==> src/rtl/zork_text_pkg.sv <==
`default_nettype none
// ============================================================================
// zork_text_pkg
// ----------------------------------------------------------------------------
// Shared definitions for the text window renderer: character cell geometry,
// the RGB332 pixel type and a black constant.
// Revision: 1.0  initial release
// ============================================================================
package zork_text_pkg;

   localparam int CHAR_W = 8;
   localparam int CHAR_H = 16;

   typedef struct packed {
      logic [2:0] r;
      logic [2:0] g;
      logic [1:0] b;
   } rgb332_t;

   localparam rgb332_t RGB_BLACK = '{r: 3'd0, g: 3'd0, b: 2'd0};

endpackage
`default_nettype wire

==> src/rtl/reveal_ctrl.sv <==
`default_nettype none
// ============================================================================
// reveal_ctrl
// ----------------------------------------------------------------------------
// Frame-start detection, typewriter reveal counter and cursor blink.
//   clk_i, rst_i     : clock, asynchronous active-high reset
//   pix_en_i         : enable; everything holds while low
//   vsync_i          : active-low vsync, falling edge = frame start
//   new_text_i       : restarts the reveal and forces the cursor on
//   reveal_cnt_o     : number of revealed cells (0..CELLS)
//   cursor_on_o      : blink phase of the cursor block
//   reveal_done_o    : every cell revealed
// Revision: 1.0  initial release
// ============================================================================
module reveal_ctrl #(
   parameter int CELLS        = 160,
   parameter int REVEAL_STEP  = 2,
   parameter int BLINK_FRAMES = 16,
   localparam int CW          = $clog2(CELLS + 1)
) (
   input  logic          clk_i,
   input  logic          rst_i,
   input  logic          pix_en_i,
   input  logic          vsync_i,
   input  logic          new_text_i,
   output logic [CW-1:0] reveal_cnt_o,
   output logic          cursor_on_o,
   output logic          reveal_done_o
);

   localparam int BW = (BLINK_FRAMES > 1) ? $clog2(BLINK_FRAMES) : 1;
   // Wide enough that count + step cannot wrap before saturation.
   localparam int SW = CW + 9;
   localparam logic [SW-1:0] LIMIT      = SW'(CELLS);
   localparam logic [SW-1:0] STEP       = SW'(REVEAL_STEP);
   localparam logic [BW-1:0] BLINK_LAST = BW'(BLINK_FRAMES - 1);

   logic          vs_prev_q, vs_prev_d;
   logic [CW-1:0] reveal_cnt_q, reveal_cnt_d;
   logic [BW-1:0] frame_cnt_q, frame_cnt_d;
   logic          cursor_on_q, cursor_on_d;
   logic          w_frame_edge;
   logic [SW-1:0] w_sum;
   logic [SW-1:0] w_sat;

   assign w_frame_edge = pix_en_i & vs_prev_q & ~vsync_i;
   assign w_sum        = SW'(reveal_cnt_q) + STEP;
   assign w_sat        = (w_sum >= LIMIT) ? LIMIT : w_sum;

   always_comb begin
      vs_prev_d    = pix_en_i ? vsync_i : vs_prev_q;
      reveal_cnt_d = reveal_cnt_q;
      frame_cnt_d  = frame_cnt_q;
      cursor_on_d  = cursor_on_q;
      // A restart outranks a frame edge landing in the same cycle.
      if (pix_en_i && new_text_i) begin
         reveal_cnt_d = '0;
         frame_cnt_d  = '0;
         cursor_on_d  = 1'b1;
      end else if (w_frame_edge) begin
         reveal_cnt_d = CW'(w_sat);
         if (frame_cnt_q == BLINK_LAST) begin
            frame_cnt_d = '0;
            cursor_on_d = ~cursor_on_q;
         end else begin
            frame_cnt_d = frame_cnt_q + 1'b1;
         end
      end
      // Step of zero means "show everything": pinned at full, even while idle.
      if (REVEAL_STEP == 0) begin
         reveal_cnt_d = CW'(CELLS);
      end
   end

   always_ff @(posedge clk_i or posedge rst_i) begin
      if (rst_i) begin
         vs_prev_q    <= 1'b1;
         reveal_cnt_q <= '0;
         frame_cnt_q  <= '0;
         cursor_on_q  <= 1'b1;
      end else begin
         vs_prev_q    <= vs_prev_d;
         reveal_cnt_q <= reveal_cnt_d;
         frame_cnt_q  <= frame_cnt_d;
         cursor_on_q  <= cursor_on_d;
      end
   end

   assign reveal_cnt_o  = reveal_cnt_q;
   assign cursor_on_o   = cursor_on_q;
   assign reveal_done_o = (reveal_cnt_q == CW'(CELLS));

endmodule
`default_nettype wire

==> src/rtl/text_window_renderer.sv <==
`default_nettype none
// ============================================================================
// text_window_renderer
// ----------------------------------------------------------------------------
// Three-stage text-mode raster engine producing RGB332 pixels for a
// COLS x ROWS character window placed at (X0, Y0).
//   clk_50MHz_i, rst_async_i, pix_en_i : clock, async reset, pixel enable
//   pixel_x_i/pixel_y_i/video_on_i     : raster position from vga_control
//   hsync_i/vsync_i -> hsync_o/vsync_o : syncs, delayed 3 enabled cycles
//   text_addr_o/text_char_i            : synchronous text memory port
//   font_addr_o/font_row_i             : synchronous font memory port
//   fg_i/bg_i                          : window colours
//   new_text_i                         : restart typewriter reveal
//   r_o/g_o/b_o                        : registered pixel colour
//   reveal_done_o                      : all cells revealed
// The address outputs are combinational; the external synchronous memories
// provide the register between stages 0->1 and 1->2.
// Revision: 1.0  initial release
// ============================================================================
module text_window_renderer
   import zork_text_pkg::*;
#(
   parameter int COLS         = 80,
   parameter int ROWS         = 2,
   parameter int X0           = 0,
   parameter int Y0           = 0,
   parameter int REVEAL_STEP  = 2,
   parameter int BLINK_FRAMES = 16,
   localparam int CELLS       = COLS * ROWS,
   localparam int AW          = (CELLS > 1) ? $clog2(CELLS) : 1
) (
   input  logic          clk_50MHz_i,
   input  logic          rst_async_i,
   input  logic          pix_en_i,
   input  logic [9:0]    pixel_x_i,
   input  logic [9:0]    pixel_y_i,
   input  logic          video_on_i,
   input  logic          hsync_i,
   input  logic          vsync_i,
   input  logic          new_text_i,
   output logic [AW-1:0] text_addr_o,
   input  logic [7:0]    text_char_i,
   output logic [11:0]   font_addr_o,
   input  logic [7:0]    font_row_i,
   input  logic [7:0]    fg_i,
   input  logic [7:0]    bg_i,
   output logic [2:0]    r_o,
   output logic [2:0]    g_o,
   output logic [1:0]    b_o,
   output logic          hsync_o,
   output logic          vsync_o,
   output logic          reveal_done_o
);

   localparam int CW = $clog2(CELLS + 1);
   localparam logic [11:0] X_LO  = 12'(X0);
   localparam logic [11:0] X_HI  = 12'(X0 + CHAR_W * COLS);
   localparam logic [11:0] Y_LO  = 12'(Y0);
   localparam logic [11:0] Y_HI  = 12'(Y0 + CHAR_H * ROWS);
   localparam logic [9:0]  X0_10 = 10'(X0);
   localparam logic [9:0]  Y0_10 = 10'(Y0);

   // ---------------- stage 0: window test and cell address ----------------
   logic          w_in_win;
   logic [9:0]    w_x_off, w_y_off;
   logic [AW-1:0] w_cell;

   // Compare on widened values first; the offsets are only trusted in-window.
   assign w_in_win = ({2'b00, pixel_x_i} >= X_LO) && ({2'b00, pixel_x_i} < X_HI) &&
                     ({2'b00, pixel_y_i} >= Y_LO) && ({2'b00, pixel_y_i} < Y_HI);
   assign w_x_off  = pixel_x_i - X0_10;
   assign w_y_off  = pixel_y_i - Y0_10;
   assign w_cell   = AW'(int'(w_y_off[9:4]) * COLS + int'(w_x_off[9:3]));
   assign text_addr_o = w_in_win ? w_cell : '0;

   logic          s0_in_win_q, s0_video_q, s0_hs_q, s0_vs_q;
   logic [2:0]    s0_xl_q;
   logic [3:0]    s0_yl_q;
   logic [AW-1:0] s0_cell_q;

   // ---------------- stage 1: glyph row address ----------------
   assign font_addr_o = s0_in_win_q ? {text_char_i, s0_yl_q} : 12'd0;

   logic          s1_in_win_q, s1_video_q, s1_hs_q, s1_vs_q;
   logic [2:0]    s1_xl_q;
   logic [AW-1:0] s1_cell_q;

   // ---------------- stage 2: colour ----------------
   logic [CW-1:0] w_reveal_cnt;
   logic          w_cursor_on;
   logic          w_bit;
   logic [CW-1:0] w_cell_ext;
   rgb332_t       colour_q, colour_d;
   logic          s2_hs_q, s2_vs_q;

   assign w_bit      = font_row_i[~s1_xl_q];   // 7 - x, MSB is leftmost
   assign w_cell_ext = CW'(s1_cell_q);

   always_comb begin
      colour_d = RGB_BLACK;
      if (!s1_video_q || !s1_in_win_q) begin
         colour_d = RGB_BLACK;
      end else if ((w_cell_ext > w_reveal_cnt) ||
                   ((w_cell_ext == w_reveal_cnt) && !w_cursor_on)) begin
         colour_d = rgb332_t'(bg_i);
      end else if ((w_cell_ext == w_reveal_cnt) && w_cursor_on && !reveal_done_o) begin
         colour_d = rgb332_t'(fg_i);
      end else begin
         colour_d = w_bit ? rgb332_t'(fg_i) : rgb332_t'(bg_i);
      end
   end

   always_ff @(posedge clk_50MHz_i or posedge rst_async_i) begin
      if (rst_async_i) begin
         s0_in_win_q <= 1'b0;
         s0_video_q  <= 1'b0;
         s0_hs_q     <= 1'b1;
         s0_vs_q     <= 1'b1;
         s0_xl_q     <= '0;
         s0_yl_q     <= '0;
         s0_cell_q   <= '0;
         s1_in_win_q <= 1'b0;
         s1_video_q  <= 1'b0;
         s1_hs_q     <= 1'b1;
         s1_vs_q     <= 1'b1;
         s1_xl_q     <= '0;
         s1_cell_q   <= '0;
         colour_q    <= RGB_BLACK;
         s2_hs_q     <= 1'b1;
         s2_vs_q     <= 1'b1;
      end else if (pix_en_i) begin
         s0_in_win_q <= w_in_win;
         s0_video_q  <= video_on_i;
         s0_hs_q     <= hsync_i;
         s0_vs_q     <= vsync_i;
         s0_xl_q     <= w_x_off[2:0];
         s0_yl_q     <= w_y_off[3:0];
         s0_cell_q   <= w_cell;
         s1_in_win_q <= s0_in_win_q;
         s1_video_q  <= s0_video_q;
         s1_hs_q     <= s0_hs_q;
         s1_vs_q     <= s0_vs_q;
         s1_xl_q     <= s0_xl_q;
         s1_cell_q   <= s0_cell_q;
         colour_q    <= colour_d;
         s2_hs_q     <= s1_hs_q;
         s2_vs_q     <= s1_vs_q;
      end
   end

   assign r_o     = colour_q.r;
   assign g_o     = colour_q.g;
   assign b_o     = colour_q.b;
   assign hsync_o = s2_hs_q;
   assign vsync_o = s2_vs_q;

   reveal_ctrl #(
      .CELLS        (CELLS),
      .REVEAL_STEP  (REVEAL_STEP),
      .BLINK_FRAMES (BLINK_FRAMES)
   ) u_reveal (
      .clk_i         (clk_50MHz_i),
      .rst_i         (rst_async_i),
      .pix_en_i      (pix_en_i),
      .vsync_i       (vsync_i),
      .new_text_i    (new_text_i),
      .reveal_cnt_o  (w_reveal_cnt),
      .cursor_on_o   (w_cursor_on),
      .reveal_done_o (reveal_done_o)
   );

endmodule
`default_nettype wire

==> config.mk <==
export PLATFORM = sky130hd
export DESIGN_NAME = text_window_renderer
export DESIGN_NICKNAME = d
export VERILOG_FILES = /design/src/rtl/zork_text_pkg.sv /design/src/rtl/reveal_ctrl.sv /design/src/rtl/text_window_renderer.sv
export SDC_FILE = /design/constraint.sdc
export NUM_CORES = 1
export LEC_CHECK = 0
export BUFFER_PORTS_ARGS = -buffer_cell sky130_fd_sc_hd__buf_2
export CORE_MARGIN = 1.5
export CORE_UTILIZATION = 45
export DETAILED_ROUTE_END_ITERATION = 16
export PLACE_DENSITY_LB_ADDON = 0.08
export SLEW_MARGIN = 20
export SYNTH_ARGS = -nofsm -noshare
export SYNTH_HDL_FRONTEND = slang
export SYNTH_SLANG_ARGS = --single-unit
==> constraint.sdc <==
create_clock -name clk_50MHz_i -period 3.3 [get_ports clk_50MHz_i]
set_input_delay 0.165 -clock clk_50MHz_i [delete_from_list [all_inputs] [get_ports clk_50MHz_i]]
set_output_delay 0.165 -clock clk_50MHz_i [all_outputs]
set_load 0.02 [all_outputs]
After elaboration in Yosys (flattened, before gate mapping)
Index checks and enable logic that the tools add are counted.
{"block": "op_classes", "bitwise": 5, "muxes": 17, "n_eq_ne": 3, "n_mul": 1, "add_sub_neg": 3, "n_lt_le_gt_ge": 5, "reduce_logical": 14}
{"operator": "$mux 8", "count": 8}
{"operator": "$mux 12", "count": 1}
{"operator": "$mux 4", "count": 3}
{"operator": "$lt 10x10->1 const B", "count": 1}
{"operator": "$lt 10x6->1 const B", "count": 1}
{"operator": "$add 8x2->9 const B", "count": 1}
{"operator": "$ge 9x8->1 const B", "count": 1}
{"operator": "$add 8x7->8", "count": 1}
{"operator": "$eq 8x8->1", "count": 1}
{"operator": "$eq 8x8->1 const B", "count": 1}
{"operator": "$gt 8x8->1", "count": 1}
{"operator": "$mul 6x3->4 const B", "count": 1}
{"operator": "$logic_and 1x1->1", "count": 5}
{"operator": "$add 4x1->4 const B", "count": 1}
{"operator": "$eq 4x4->1 const B", "count": 1}
{"operator": "$logic_not 1->1", "count": 4}
{"operator": "$lt 3x4->1 const B", "count": 1}
{"operator": "$mux 1", "count": 4}
{"operator": "$reduce_bool 2->1", "count": 2}
{"operator": "$bmux 1 s3", "count": 1}
{"operator": "$not 3->3", "count": 1}
{"operator": "$and 1x1->1", "count": 2}
{"operator": "$logic_or 1x1->1", "count": 2}
{"operator": "$not 1->1", "count": 2}
{"operator": "$reduce_and 2->1", "count": 1}
{"block": "totals", "word_cells": 69, "out_inout_bits": 31, "inputBits": 59, "register_bits": 57}

Longest topological paths before layout
Gate-level depths: netlist (run 1).
{"block": "logic_depth", "ltp_word": 7, "mapped_depth": 8, "ltp_nobuf": 7}

Cells and area by module
Synthesis (run 1) repeated with hierarchy kept, for this count alone.
{"block": "hier_totals", "hier_cells": 284, "hier_area_um2": 3240.6}
{"mod": "text_window_renderer", "cells_per_inst": 194, "seq_area_each_um2": 1108.6, "area_each_um2": 2364.8, "instances": 1}
{"mod": "reveal_ctrl", "cells_per_inst": 90, "seq_area_each_um2": 327.8, "area_each_um2": 875.8, "instances": 1}

Least setup slack after synthesis (run 1)
Ideal clock, no wire load.
{"block": "synth_timing", "path_kind": "reg-to-reg", "from": "register u_reveal.reveal_cnt_q[4], in the netlist u_reveal.reveal_cnt_o[4]", "to": "register colour_q, in the netlist b_o[0]", "path_stages_with_launch": 6, "required_ps": 3174, "arrival_time_ps": 2054, "path_buffers": 0, "period_less_slack_ps": 2180, "path_slack_ps": 1120, "setup_time_ps": 126, "cell_sequence": "dfrtp_1 nand4bb_1 nor4_1 a31o_1 a21oi_2 a221o_1"}
{"block": "synth_via", "elab_chain_cells": 6, "word_cells_on_any_way": 11, "classes_between": "1 x order compare; 2 x eq/ne; 3 x mux; 5 x reduce/logical"}
{"item": "from (decl)", "line": "reveal_ctrl.sv:39", "text": "logic [CW-1:0] reveal_cnt_q, reveal_cnt_d;"}
{"item": "from (signal assigned)", "line": "reveal_ctrl.sv:83", "text": "reveal_cnt_q <= reveal_cnt_d;"}
{"item": "$eq 8x8->1", "line": "reveal_ctrl.sv:91", "text": "assign reveal_done_o = (reveal_cnt_q == CW'(CELLS));"}
{"item": "named net reveal_done_o", "line": "text_window_renderer.sv:52", "text": "output logic reveal_done_o"}
{"item": "$logic_not 1->1", "line": "text_window_renderer.sv:106", "text": "end else if ((w_cell_ext == w_reveal_cnt) && w_cursor_on && !reveal_done_o) begin"}
{"item": "$logic_and 1x1->1", "line": "text_window_renderer.sv:106"}
{"item": "$mux 8", "line": "text_window_renderer.sv:106"}
{"item": "$mux 8", "line": "text_window_renderer.sv:103", "text": "end else if ((w_cell_ext > w_reveal_cnt) ||"}
{"item": "$mux 8", "line": "text_window_renderer.sv:101", "text": "if (!s1_video_q || !s1_in_win_q) begin"}
{"item": "to (signal assigned)", "line": "text_window_renderer.sv:145", "text": "colour_q <= colour_d;"}
{"item": "to (decl)", "line": "text_window_renderer.sv:93", "text": "rgb332_t colour_q, colour_d;"}
The timed path passes the listed nets, and every way through them passes these cells.
A chain may end at the register's enable or synchronous reset.

Final worst setup path (run 1)
{"block": "layout_timing", "from": "register u_reveal.reveal_cnt_q[1], in the netlist u_reveal.reveal_cnt_o[1]", "to": "register colour_q, in the netlist g_o[0]"}
{"block": "layout_via", "elab_chain_cells": 6, "word_cells_on_any_way": 11, "classes_between": "1 x order compare; 2 x eq/ne; 3 x mux; 5 x reduce/logical"}
{"item": "parallel branches: the longest is 4 deep, another holds $gt 8x8->1"}
{"item": "$mux 8 *", "line": "text_window_renderer.sv:103"}
{"item": "$mux 8 *", "line": "text_window_renderer.sv:101"}
Mark *: on every way between the ends.

==> results of run 1 <==
-- synthesized netlist by cell type (3+ instances only) --
cell / number
mux2_1: 14
inv_1: 13
mux2_2: 22
o21ai_0: 3
dfstp_2: 7
o21ai_1: 8
and2_1: 19
xnor2_1: 4
nor2_1: 5
nand2_1: 10
dfrtp_1: 49
nor3_1: 4
a221o_1: 8
ha_1: 13
a31oi_1: 4
a21oi_1: 9
clkbuf_1: 6
nand3_1: 7
nor2b_1: 11
-- sequential cells by signal, indices dropped and copies added, names as in the netlist, 2 cells and up --
| name | count |
|---|---|
| b_o | 2 |
| g_o | 3 |
| r_o | 3 |
| s0_cell_q | 8 |
| s0_xl_q | 3 |
| s0_yl_q | 4 |
| s1_cell_q | 8 |
| s1_xl_q | 3 |
| u_reveal.frame_cnt_q | 4 |
| u_reveal.reveal_cnt_o | 7 |
-- worst paths after layout --
check,to
worst max-delay path,g_o[0]
worst min-delay path,s0_xl_q[0]
worst max register to register,g_o[0]
worst min register to register,s0_yl_q[2]
max in group asynchronous,u_reveal.cursor_on_o
min in group asynchronous,s0_cell_q[5]
-- timing repair --
item | CTS | global route
endpoints found under the setup margin | 0 | 0
hold buffers | 1 | 0
gates resized for setup | 0 | 0
hold endpoints to repair | 22 | 0
-- power breakdown --
part           internal [mW]  switching [mW]
Clock                  0.229           0.234
Sequential             0.774          0.0509
Combinational          0.153           0.147
-- stage by stage --
stage,cell area [sq um],setup slack [ns],total power [mW]
floorplan,2970,1.12,1.04
detailed placement,3490,1.08,1.14
global route,3620,0.910,1.67
CTS,3620,1.06,1.61
finish,3620,1.05,1.59
global placement,3490,1.12,1.13
-- cell type report --
| cell class | count | area, sq um |
|---|---|---|
| repair buffers | 92 | 470 |
| clock buffers | 5 | 68.8 |
| fillers | 567 | 2730 |
| flip-flops and latches | 56 | 1410 |
| inverters | 13 | 48.8 |
| well taps | 77 | 96.3 |
| clock inverters | 3 | 47.5 |
| multi-input cells | 179 | 1480 |
-- metal layers --
metal	wire (um)	share of wire	vias up
met5	0	0	-
met4	77	0.013	0
met3	242	0.042	6
met2	2890	0.50	46
met1	2610	0.45	1100
li1	-	-	1120
-- cell families after synthesis --
logic type,count (synthesis),synth area share
AO/OA/AOI/OAI,50,0.125
XOR/XNOR,4,0.0118
flip-flops,56,0.475
adder cells (fa/ha/maj),14,0.0615
buffers and inverters,22,0.0282
multiplexers,38,0.154
AND/OR/NAND/NOR,73,0.145
-- worst reg2reg max path, stage by stage, from the launching register on --
cell and delay (ns):
dfrtp_1 0.41, inv_1 0.09, ha_1 0.29, or3_1 0.34
a211oi_1 0.31, o2111ai_2 0.15, a21oi_2 0.38, a221o_1 0.23
==> qor.yml, run 1 <==
outcome:
  outcome: "completed"
power:
  irDropWorstVdd_mv: 0.248
  p_per_area_nw_per_um2: 439
  p_leak_nw: 1.75
clocking:
  clk_latency_ns: 0.32
  cts_sinks: 56
  cts_setup_buffers: 0
  cts_tree: "done"
  clk_pin_slew_ns: 0.10
  cts-buffers-inserted: 5
  cts_buffer_depth: 2
  cts_root_buf: "clkbuf_8"
  htreeDepth: 2
synth:
  synth_area_leader_cell: "dfrtp_1"
  syn_avg_cell_area_sq_um: 11.6
  synth_top_flop_cell: "dfrtp_1"
  yosys-top-cells-area: "dfrtp_1, mux2_2, dfstp_2, ha_1, mux2_1"
  ys_async_sr_fraction: 1.00
  yosys_warnings: 0
  netlist_area_sq_um: 2970
  netlist_instances: 257
  synth_nets: 330
  synthDistinctLibCells: 52
  seq_area_frac_synth: 0.475
  synth_top_cell_area_share: 0.413
  synth-seq-cells: 56
  synth-edff-count: 0
placed_design:
  gp_congestion: 0.827
  dp_hpwl_um: 4330
  dpl.cell_count: 416
  portBuffers: 89
sta:
  relSlewSlack: 0.539
  whs_ns: 0.0490
  slew_viol_final: 0
  period_share: 0.682
  worst_pin_slew_ns: 0.687
  period_needed_ns: 2.25
  skew_ns: 0.00976
  setup_viol: 0
  rsz0062_at_grt: "no"
  max_freq_mhz: 444
  fin_tns_setup_ns: 0
  hold_viol: 0
global_routing:
  grt_pass1_wl_um: 10000
  grt-busiest-layer: "met2"
  grt_max_degree: 35
  overflow: 0
  grt.total_usage: 0.171
  met2_usage: 0.298
  grt_pass1_vias: 2226
  grt_use_met1: 0.214
  met3_usage: 0.0354
  antenna_found_initial: 0
setup_path:
  cp.depth: 7
  critical_path.startpoint: "u_reveal.reveal_cnt_o[1]"
  worstPathRequired_ns: 3.56
  path_class: "reg -> reg"
  worstReg2RegStart: "u_reveal.reveal_cnt_o[1]"
  critPathBufInv: 1
  critical-path-max-stage-delay_ns: 0.41
  r2r_cells: 7
  worst_setup_path_end_kind: "flip-flop"
  start_kind: "flip-flop"
  cp.arrival_ns: 2.51
  r2r_slack_ns: 1.05
  cp_slowest_cell: "dfrtp_1"
  crit_path_max_fanout: 8
  path_cells: "inv_1, ha_1, or3_1, a211oi_1, o2111ai_2, a21oi_2, a221o_1"
  path_delay_family: "compound AO/OA/AOI/OAI gates"
detailed_routing:
  drt_iter0_markers: 86
  wl_um: 5820
  post_drt_wl_per_cell_um: 13.7
  vias_per_cell: 5.35
  vias: 2272
  final_antenna_net_count: 0
  drc: 0
  drt_pass1_iterations: 4
die:
  die_width_um: 84.3
  ioPinCount: 90
  core_area_sq_um: 6350
  num_rows: 29
  start_util: 0.468
  die_area_sq_um: 7100
  die_height_um: 84.3
layout:
  final_common_cell: "buf_2"
  finalNonFillerCells: 425
  syn_to_final_growth_pct: 21.8
  nNetsFinal: 420
  num_antenna_cells: 0
  drive_gt1_frac: 0.385
  layout_common_cells: "buf_2, dfrtp_1, mux2_2, and2_1, mux2_1"
  final_core_util: 0.570
job:
  cap_violations: 0
hold_path:
  hold_depth: 2
  hp-class: "in -> reg"
  hold_start: "pixel_x_i[0]"
(Power assumes the default switching activity.)
==> inputs of run 2 (changes only) <==
==> constraint.sdc (replaced) <==
create_clock -name clk_50MHz_i -period 2.3 [get_ports clk_50MHz_i]
set_input_delay 0.115 -clock clk_50MHz_i [delete_from_list [all_inputs] [get_ports clk_50MHz_i]]
set_output_delay 0.115 -clock clk_50MHz_i [all_outputs]
set_load 0.02 [all_outputs]
==> run 2 against run 1 <==
  * Wire length increased by 3.0%
  * Die area unchanged
  * Flip-flop and latch count unchanged
  * First-iteration DRC count increased by 17%
  * Hold slack got worse by 0.031 ns
  * Final cell count increased by 0.24%
  * Via count increased by 0.35%
  * Global-route usage increased by 0.74 points
  * Sequential power increased by 43%
  * Design area increased by 0.41%
  * Clock skew increased by 0.0034 ns
  * Maximum frequency increased by 4.6%
  * Highest routed layer unchanged
==> qor.yml, run 2 (synthesis results as in run 1) <==
detailed_routing:
  drc: 0
  wl_met2_um: 2830
  wl_met3_um: 226
  topRoutingLayerUsed: "met4"
  post_drt_wl_per_cell_um: 14.1
  wl_met1_um: 2840
  drt_pass1_iterations: 4
  drt_iter0_markers: 101
  vias: 2280
  vias_per_cell: 5.35
  wl_um: 6000
  final_antenna_net_count: 0
sta:
  setup_viol: 0
  skew_ns: 0.0132
  rsz0062_at_grt: "no"
  relSlewSlack: 0.497
  slew_viol_final: 0
  hold_viol: 0
  worst_pin_slew_ns: 0.750
  layout_setup_ws_ns: 0.148
  max_freq_mhz: 465
  period_share: 0.936
  fin_tns_setup_ns: 0
  period_needed_ns: 2.15
power:
  p_clk_frac: 0.284
  internal-power_mw: 1.66
  p_seq_frac: 0.522
  irDropWorstVdd_mv: 0.371
  combPwrFrac: 0.194
  p_per_area_nw_per_um2: 624
  p_leak_nw: 1.76
  power.switching_uw: 613
  swShare: 0.270
layout:
  final_core_util: 0.572
  final_area_sq_um: 3630
  final_common_cell: "buf_2"
  nNetsFinal: 421
  syn_to_final_growth_pct: 22.3
  layout_common_cells: "buf_2, dfrtp_1, mux2_2, and2_1, mux2_1"
  num_antenna_cells: 0
  drive_gt1_frac: 0.390
  finalNonFillerCells: 426
clocking:
  clk_latency_ns: 0.31
  clk_pin_slew_ns: 0.11
  cts_root_buf: "clkbuf_8"
  cts_buffer_depth: 2
  cts-buffers-inserted: 5
  cts_sinks: 56
  cts_tree: "done"
  htreeDepth: 2
setup_path:
  worst_setup_path_end_kind: "flip-flop"
  cp_slowest_cell: "dfrtp_1"
  crit_path_max_fanout: 8
  start_kind: "flip-flop"
  worstPathRequired_ns: 2.50
  path_class: "reg -> reg"
  path_cells: "inv_1, ha_1, or3_1, a211oi_2, o211ai_1, o2bb2ai_2, a221o_1"
  critical-path-max-stage-delay_ns: 0.42
  cp.arrival_ns: 2.36
die:
  start_util: 0.468
  die_width_um: 84.3
  num_rows: 29
  die_area_sq_um: 7100
  ioPinCount: 90
  core_area_sq_um: 6350
  die_height_um: 84.3
placed_design:
  gp_congestion: 0.804
  place_area_sq_um: 3500
  dpl.cell_count: 417
  post-place-ws_ns: 0.0989
  dp_hpwl_um: 4380
  portBuffers: 89
global_routing:
  grt_max_degree: 50
  antenna_found_initial: 0
  grt_pass1_vias: 2230
  overflow: 0
  grt.total_usage: 0.179
  grt_pass1_wl_um: 10400
job:
  cap_violations: 0
outcome:
  outcome: "completed"
hold_path:
  hp-class: "in -> reg"
[run 2: cell types whose count changed in the layout (fill, tap and decap cells not counted)]
cell        before  now
a211oi_1         1    0
a21oi_2          1    0
clkinvlp_4       0    1
a211oi_2         0    1
a21oi_4          0    1
buf_4            2    3
clkinv_2         0    1
clkinv_4         2    0
[run 2: what timing repair did]
item | CTS | global route
endpoints found under the hold margin | 21 | 0
gates resized for setup | 0 | 2
hold buffers | 1 | 0
endpoints found under the setup margin | 0 | 8
setup buffers | 0 | 0
[run 2: layout make-up]
class / instances / area [sq um]
Timing Repair Buffer: 93 / 478
Tap cell: 77 / 96.3
Sequential cell: 56 / 1410
Inverter: 13 / 48.8
Clock buffer: 5 / 68.8
Fill cell: 584 / 2720
Clock inverter: 3 / 42.5
Multi-Input combinational cell: 179 / 1490
[run 2: final timing paths]
kind | endpoint | cells past startpoint | slack, ns | startpoint
hold reg to reg | s0_yl_q[0] | 1 | 0.49 | s0_yl_q[0]
hold / removal | s0_video_q | 2 | 0.02 | video_on_i
setup / recovery | r_o[2] | 7 | 0.15 | u_reveal.reveal_cnt_o[1]
min in group asynchronous | u_reveal.reveal_cnt_o[2] | 3 | 0.43 | rst_async_i
setup reg to reg | r_o[2] | 7 | 0.15 | u_reveal.reveal_cnt_o[1]
max in group asynchronous | u_reveal.cursor_on_o | 4 | 1.19 | rst_async_i
[run 2: metal layers]
layer	track usage	up-vias
met2	0.292	55
met5	0	-
li1	-	1126
met1	0.239	1090
met3	0.0364	9
met4	0.0581	0
[run 2: per-stage QoR]
step           hold slack, ns  power [mW]
6_report               0.0178        2.27
3_3_place_gp            0.235        1.63
3_5_place_dp            0.242        1.64
2_1_floorplan           0.250        1.49
4_1_cts               0.00794        2.29
5_1_grt               0.00812        2.41
[run 2: critical path: cells and delay by family (launching register included)]
family,cells,cell delay [ns]
compound gates,4,0.91
fa+ha+maj,1,0.28
buf+inv,1,0.08
flops,1,0.42
simple gates,1,0.36
[run 2: power by group through the flow]
| stage | clock [mW] | sequential, mW | combinational, mW |
|---|---|---|---|
| 6_report | 0.643 | 1.18 | 0.441 |
| 5_1_grt | 0.702 | 1.20 | 0.500 |
| 4_1_cts | 0.664 | 1.19 | 0.441 |
| 3_5_place_dp | 0 | 1.20 | 0.440 |
| 3_3_place_gp | 0 | 1.20 | 0.427 |
| 2_1_floorplan | 0 | 1.19 | 0.301 |
